--- src/rtl/relm_div_seq_if.sv ---
// relm_div_seq_if
// Host-side bundle for the sequential divider.
//   start_in  : request a division (honoured only while busy_out is low)
//   signed_in : 1 = two's-complement operands, captured with start_in
//   n_in/d_in : dividend / divisor, captured with start_in
//   busy_out  : a division is in flight
//   done_out  : one-cycle pulse, q_out/r_out/dz_out valid
//   q_out     : quotient, held until the next done pulse
//   r_out     : remainder, held until the next done pulse
//   dz_out    : divisor was zero for the shown result
// master = host side, slave = divider side.
interface relm_div_seq_if #(
    parameter int WD = 32
);
    logic          start_in;
    logic          signed_in;
    logic [WD-1:0] n_in;
    logic [WD-1:0] d_in;
    logic          busy_out;
    logic          done_out;
    logic [WD-1:0] q_out;
    logic [WD-1:0] r_out;
    logic          dz_out;

    modport master (
        output start_in, signed_in, n_in, d_in,
        input  busy_out, done_out, q_out, r_out, dz_out
    );

    modport slave (
        input  start_in, signed_in, n_in, d_in,
        output busy_out, done_out, q_out, r_out, dz_out
    );
endinterface

--- src/rtl/relm_div_seq.sv ---
// relm_div_seq
// Multi-cycle restoring divider retiring SD quotient bits per cycle.
// Operands are reduced to magnitudes at start, the quotient is built in
// the dividend shift register, and signs are reapplied in a final FIX
// cycle (truncating division: remainder takes the dividend's sign).
// Ports:
//   clk : clock, rising edge
//   rst : synchronous active-high reset
//   bus : relm_div_seq_if slave (start/busy/done handshake, operands,
//         quotient, remainder, divide-by-zero flag)
// Parameters: WD operand width, SD quotient bits per iteration (1..4,
// WD divisible by SD). Latency from start edge to done pulse: WD/SD+1.
module relm_div_seq #(
    parameter int WD = 32,
    parameter int SD = 2
) (
    input  logic            clk,
    input  logic            rst,
    relm_div_seq_if.slave   bus
);
    localparam int K  = WD / SD;
    localparam int CW = (K > 1) ? $clog2(K) : 1;
    localparam int NM = 1 << SD;
    localparam int XW = WD + SD;

    generate
        if (SD < 1 || SD > 4 || (WD % SD) != 0) begin : g_bad_param
            $error("relm_div_seq: SD must be 1..4 and divide WD");
        end
    endgenerate

    typedef enum logic [1:0] {IDLE, RUN, FIX, DONE} state_t;

    state_t          state_reg, state_next;
    logic            load;

    logic [WD-1:0]   n_reg;        // dividend magnitude, then quotient
    logic [WD-1:0]   r_reg;        // partial remainder
    logic [WD-1:0]   n_orig_reg;   // raw dividend for the divide-by-zero result
    logic            sign_q_reg;
    logic            sign_r_reg;
    logic            dz_reg;
    logic [CW-1:0]   cnt_reg;
    logic [WD-1:0]   q_out_reg;
    logic [WD-1:0]   r_out_reg;
    logic            dz_out_reg;

    logic [XW-1:0]   mult_reg  [NM];
    logic [XW-1:0]   mult_calc [NM];

    // Operand magnitudes; unsigned mode passes the operands through.
    logic            neg_n, neg_d;
    logic [WD-1:0]   n_abs, d_abs;

    assign neg_n = bus.signed_in & bus.n_in[WD-1];
    assign neg_d = bus.signed_in & bus.d_in[WD-1];
    assign n_abs = neg_n ? (~bus.n_in + 1'b1) : bus.n_in;
    assign d_abs = neg_d ? (~bus.d_in + 1'b1) : bus.d_in;

    // Multiples bank D*m, one register per digit value. Width XW keeps
    // (2^WD-1)*(2^SD-1) exact. Entry 0 is always zero.
    generate
        for (genvar gi = 0; gi < NM; gi++) begin : g_mult
            assign mult_calc[gi] = {{SD{1'b0}}, d_abs} * XW'(gi);

            always_ff @(posedge clk) begin
                if (rst) begin
                    mult_reg[gi] <= '0;
                end else if (load) begin
                    mult_reg[gi] <= mult_calc[gi];
                end
            end
        end
    endgenerate

    // One restoring step: bring in SD dividend bits, pick the largest
    // multiple that fits. Multiples are monotonic in m, so the last
    // passing compare is the largest digit (all pass when D=0).
    logic [XW-1:0]   r_ext;
    logic [XW-1:0]   sub;
    logic [XW-1:0]   diff;
    logic [SD-1:0]   digit;
    logic [WD-1:0]   r_new;
    logic [XW-1:0]   n_cat;
    logic [WD-1:0]   n_shift;

    assign r_ext = {r_reg, n_reg[WD-1 -: SD]};

    always_comb begin
        digit = '0;
        sub   = '0;
        for (int m = 1; m < NM; m++) begin
            if (mult_reg[m] <= r_ext) begin
                digit = m[SD-1:0];
                sub   = mult_reg[m];
            end
        end
    end

    assign diff    = r_ext - sub;
    assign r_new   = diff[WD-1:0];
    assign n_cat   = {n_reg, digit};
    assign n_shift = n_cat[WD-1:0];

    // Sign restoration and special cases. Signed overflow (MIN / -1)
    // falls out of the magnitude path: |MIN| = MIN, quotient MIN, sign
    // unchanged.
    logic [WD-1:0]   q_fix, r_fix;

    always_comb begin
        q_fix = sign_q_reg ? (~n_reg + 1'b1) : n_reg;
        r_fix = sign_r_reg ? (~r_reg + 1'b1) : r_reg;
        if (dz_reg) begin
            // sign_r_reg is exactly "signed mode and dividend negative"
            q_fix = sign_r_reg ? WD'(1) : '1;
            r_fix = n_orig_reg;
        end
    end

    // FSM
    always_ff @(posedge clk) begin
        if (rst) begin
            state_reg <= IDLE;
        end else begin
            state_reg <= state_next;
        end
    end

    always_comb begin
        state_next = state_reg;
        load       = 1'b0;
        case (state_reg)
            IDLE: begin
                if (bus.start_in) begin
                    load       = 1'b1;
                    state_next = RUN;
                end
            end
            RUN: begin
                if (cnt_reg == '0) begin
                    state_next = FIX;
                end
            end
            FIX: begin
                state_next = DONE;
            end
            DONE: begin
                if (bus.start_in) begin
                    load       = 1'b1;
                    state_next = RUN;
                end else begin
                    state_next = IDLE;
                end
            end
            default: state_next = IDLE;
        endcase
    end

    // Datapath
    always_ff @(posedge clk) begin
        if (rst) begin
            n_reg      <= '0;
            r_reg      <= '0;
            n_orig_reg <= '0;
            sign_q_reg <= 1'b0;
            sign_r_reg <= 1'b0;
            dz_reg     <= 1'b0;
            cnt_reg    <= '0;
            q_out_reg  <= '0;
            r_out_reg  <= '0;
            dz_out_reg <= 1'b0;
        end else begin
            if (load) begin
                n_reg      <= n_abs;
                r_reg      <= '0;
                n_orig_reg <= bus.n_in;
                sign_q_reg <= neg_n ^ neg_d;
                sign_r_reg <= neg_n;
                dz_reg     <= (bus.d_in == '0);
                cnt_reg    <= CW'(K - 1);
            end else if (state_reg == RUN) begin
                n_reg <= n_shift;
                r_reg <= r_new;
                if (cnt_reg != '0) begin
                    cnt_reg <= cnt_reg - 1'b1;
                end
            end else if (state_reg == FIX) begin
                q_out_reg  <= q_fix;
                r_out_reg  <= r_fix;
                dz_out_reg <= dz_reg;
            end
        end
    end

    assign bus.busy_out = (state_reg == RUN) || (state_reg == FIX);
    assign bus.done_out = (state_reg == DONE);
    assign bus.q_out    = q_out_reg;
    assign bus.r_out    = r_out_reg;
    assign bus.dz_out   = dz_out_reg;
endmodule

--- src/flat_wrapper.sv ---
// flat-port wrapper written by rule: the top's interface ports become plain ports
module relm_div_seq_flat 
#(
    parameter int WD = 32,
    parameter int SD = 2
)
  (clk, rst, bus_start_in, bus_signed_in, bus_n_in, bus_d_in, bus_busy_out, bus_done_out, bus_q_out, bus_r_out, bus_dz_out);
  relm_div_seq_if #(.WD(WD)) bus_i ();
  input  logic clk;
  input  logic rst;
  input wire logic [$bits(bus_i.start_in)-1:0] bus_start_in;
  input wire logic [$bits(bus_i.signed_in)-1:0] bus_signed_in;
  input wire logic [$bits(bus_i.n_in)-1:0] bus_n_in;
  input wire logic [$bits(bus_i.d_in)-1:0] bus_d_in;
  output wire logic [$bits(bus_i.busy_out)-1:0] bus_busy_out;
  output wire logic [$bits(bus_i.done_out)-1:0] bus_done_out;
  output wire logic [$bits(bus_i.q_out)-1:0] bus_q_out;
  output wire logic [$bits(bus_i.r_out)-1:0] bus_r_out;
  output wire logic [$bits(bus_i.dz_out)-1:0] bus_dz_out;
  assign bus_i.start_in = bus_start_in;
  assign bus_i.signed_in = bus_signed_in;
  assign bus_i.n_in = bus_n_in;
  assign bus_i.d_in = bus_d_in;
  assign bus_busy_out = bus_i.busy_out;
  assign bus_done_out = bus_i.done_out;
  assign bus_q_out = bus_i.q_out;
  assign bus_r_out = bus_i.r_out;
  assign bus_dz_out = bus_i.dz_out;
  relm_div_seq #(.WD(WD), .SD(SD)) u_core (.clk(clk), .rst(rst), .bus(bus_i));
endmodule
--- config.mk ---
export PLATFORM = sky130hd
export DESIGN_NAME = relm_div_seq_flat
export DESIGN_NICKNAME = d
export VERILOG_FILES = /design/src/rtl/relm_div_seq_if.sv /design/src/rtl/relm_div_seq.sv /design/src/flat_wrapper.sv
export SDC_FILE = /design/constraint.sdc
export NUM_CORES = 1
export LEC_CHECK = 0
export CORE_AREA = 2 2 147 221
export CTS_BUF_LIST = sky130_fd_sc_hd__clkbuf_8
export DETAILED_ROUTE_END_ITERATION = 16
export DIE_AREA = 0 0 149 223
export PLACE_DENSITY = 0.81
export RECOVER_POWER = 100
export SLEW_MARGIN = 20
export SYNTH_ARGS = -nofsm -noshare
export SYNTH_HDL_FRONTEND = slang
export SYNTH_SLANG_ARGS = --single-unit
--- constraint.sdc ---
create_clock -name clk -period 4.95 [get_ports clk]
set_input_delay 0.99 -clock clk [delete_from_list [all_inputs] [get_ports clk]]
set_output_delay 0.99 -clock clk [all_outputs]
set_load 0.02 [all_outputs]
==> flow_metrics.py <==
metrics = {
    "outcome": {
        "violations": "capacitance limit, slew limit, setup timing",
        "status": "finished with violations",
    },
    "place": {
        "port_buffers": 134,
        "gp_congestion": 1.02,
        "dp_hpwl_um": 43700,
        "dp.cells": 2929,
    },
    "yosys": {
        "syn-num-nets": 2363,
        "synth_area_leaders": "dfxtp_1, ha_1, edfxtp_1, nand2_1, xnor2_1",
        "async_reset_ff_frac": 0,
        "netlist.area_leader.share": 0.196,
        "synth.avg_cell_area_um2": 8.20,
        "ys_types": 73,
        "synth.most_common_cell": "nand2_1",
        "ys_seq_elements": 235,
        "yosys-top-cells-count": "nand2_1, a21oi_1, nor2_1",
        "syn_area_um2": 17400,
        "ys.warnings.count": 0,
        "yosysSeqAreaShare": 0.308,
        "synth_edf_count": 65,
        "synthFlopType": "dfxtp_1",
        "synthCells": 2122,
        "synth.largest_area_cell": "dfxtp_1",
    },
    "worst_setup_path": {
        "cp_slowest_cell": "nor4_4",
        "r2r_end": "u_core.r_reg[31]",
        "cp-endpoint": "u_core.r_reg[31]",
        "rrSetupSlack_ns": -0.46,
        "reg2reg_depth": 25,
        "crit_path_max_fanout": 8,
        "worstSetupPathDepth": 25,
        "critPathBufInv": 5,
        "crit_path_max_incr_delay_ns": 0.37,
        "critPathArrivalTime_ns": 5.89,
        "critPathLaunch": "u_core.r_reg[6]",
        "cp.required_ns": 5.43,
        "critPathCaptureType": "flop",
        "start_kind": "flop",
        "crit_family": "simple AND/OR/NAND/NOR gates",
        "r2r_start": "u_core.r_reg[6]",
        "critical_path_class": "reg2reg",
    },
    "min_path": {
        "hp-class": "reg2reg",
        "hold_path_startpoint": "u_core.bus.q_out[30]",
    },
    "power": {
        "combPwrFrac": 0.748,
        "p_int_mw": 9.70,
        "vdd_drop_max_uv": 443,
        "p_sw_frac": 0.470,
        "p_sw_mw": 8.60,
        "leakage_nw": 9.70,
        "pwr-share-seq": 0.163,
        "clkPwrFrac": 0.089,
        "powerDensity_nw_per_um2": 784,
    },
    "timing": {
        "timing.hold.ws_ns": 0.448,
        "layout_setup_ws_ns": -0.457,
        "hold_viol": 0,
        "period_share": 1.09,
        "layout_min_cycle_time_ns": 5.41,
        "setup_violations": 23,
        "drv_slew": 137,
        "worst_pin_slew_ns": 2.98,
        "slew_headroom": -0.989,
        "rsz0062_at_grt": "true",
        "clock-skew-final_ns": 0.0267,
        "timing.fmax_mhz": 185,
    },
    "clock_network": {
        "clk_latency_ns": 0.58,
        "clk_pin_slew_ns": 0.07,
        "holdBufCountCts": 0,
        "cts_buffers": 36,
        "cts_buffer_depth": 3,
        "cts-root-buf": "clkbuf_8",
        "clock-sinks": 235,
        "cts_tree": "done",
        "htreeDepth": 2,
    },
    "finish": {
        "final_util": 0.743,
        "largest_reg_flops": 65,
        "layout-drive-gt1-share": 0.221,
        "nets": 2821,
        "fin_cells": 3016,
        "areaGrowthSynthToFinish_pct": 34.1,
    },
    "global_routing": {
        "grt.overflow.total": 0,
        "grt_usage": 0.335,
        "grt_pass1_wl_um": 88300,
        "antenna_found_initial": 2,
        "grt_pass1_vias": 17926,
        "grt_max_degree": 70,
    },
    "drt": {
        "drt_first_pass_iters": 7,
        "ant_nets": 0,
        "avgViaCountPerCell": 6.04,
        "wl_per_cell_um": 19.3,
        "drt_iter0_drc": 891,
        "wl_um": 58300,
        "drc_errors": 0,
        "vias": 18221,
    },
    "floorplan": {
        "die_width_um": 149,
        "die_y_um": 223,
        "io_pins": 135,
        "coreArea_um2": 31400,
        "start_util": 0.554,
        "die-area_um2": 33200,
        "rows": 80,
    },
    "run": {
        "drv_cap": 2,
    },
}
layout make-up:
type                       count  area, um^2
multi-input combinational   1695       12100
antenna                        1        2.50
inverter                      86         324
sequential                   235        5360
fill                        2339        8080
clock buffer                  45         619
tap                          410         513
timing repair buffer         526        4330
clock inverter                18        92.6
cells in the final DEF (no fill, tap or decap), types with 38 or more instances in the layout:
| master | instances |
|---|---|
| a21oi_1 | 179 |
| buf_4 | 371 |
| clkbuf_8 | 45 |
| clkdlybuf4s50_1 | 66 |
| dfxtp_1 | 168 |
| dlygate4sd3_1 | 67 |
| edfxtp_1 | 65 |
| ha_1 | 161 |
| inv_1 | 87 |
| mux2i_1 | 54 |
| nand2_1 | 266 |
| nor2_1 | 167 |
| nor3_1 | 38 |
| o21ai_0 | 107 |
| xnor2_1 | 110 |
| xor2_1 | 49 |
what timing repair did:
| item | in CTS | in global routing |
|---|---|---|
| setup endpoints to repair | 21 | 30 |
| resized for setup | 68 | 94 |
| buffers inserted | 11 | 16 |
| cloned | 1 | 0 |
| pin swaps | 44 | 70 |
per-layer routing:
layer / part of all wire / global-route usage / vias up
met3: 0.062 / 0.0536 / 304
met2: 0.49 / 0.607 / 806
li1: - / - / 8652
met1: 0.35 / 0.341 / 8457
met5: 0.00022 / 0 / -
met4: 0.091 / 0.248 / 2
worst reg2reg max path, delay by kind of cell (launching register included):
family	cells	cell delay (ns)
buf+inv	5	0.82
flops	1	0.34
compound gates	9	1.77
fa+ha+maj	2	0.62
simple gates	9	1.78
worst min path at each step:
stage	end	slack (ns)	depth (start not counted)
4_1_cts	u_core.bus.q_out[15]	0.45	2
6_report	u_core.bus.q_out[30]	0.45	2
3_5_place_dp	u_core.bus.q_out[31]	0.44	2
5_1_grt	u_core.bus.r_out[13]	0.47	2
2_1_floorplan	u_core.n_orig_reg[0]	0.44	2
3_3_place_gp	u_core.bus.q_out[22]	0.43	2
cells by family after synthesis:
| family | share of synthesized area |
|---|---|
| flip-flops | 0.308 |
| AO/OA/AOI/OAI | 0.223 |
| adder cells (fa/ha/maj) | 0.125 |
| multiplexers | 0.0317 |
| XOR/XNOR | 0.0810 |
| AND/OR/NAND/NOR | 0.189 |
| buffers and inverters | 0.0425 |
through the flow:
stage | setup WS (ns) | total power, mW | instance area, um^2 | TNS, ns
floorplan | 0.00368 | 9.73 | 17400 | 0
CTS | -0.197 | 16.9 | 22800 | -1.79
global placement | -0.556 | 14.1 | 21700 | -8.12
global route | -0.578 | 19.4 | 23300 | -12.58
finish | -0.457 | 18.3 | 23300 | -6.62
detailed placement | -0.749 | 14.4 | 21700 | -12.04
power groups by stage:
| stage | clock [mW] | combinational [mW] | sequential [mW] |
|---|---|---|---|
| 2_1_floorplan | 0 | 6.73 | 3.00 |
| 3_3_place_gp | 0 | 11.1 | 2.96 |
| 3_5_place_dp | 0 | 11.4 | 2.99 |
| 4_1_cts | 1.64 | 12.3 | 2.95 |
| 5_1_grt | 1.72 | 14.6 | 3.03 |
| 6_report | 1.62 | 13.7 | 2.98 |
Power figures use the tool's default switching activity.
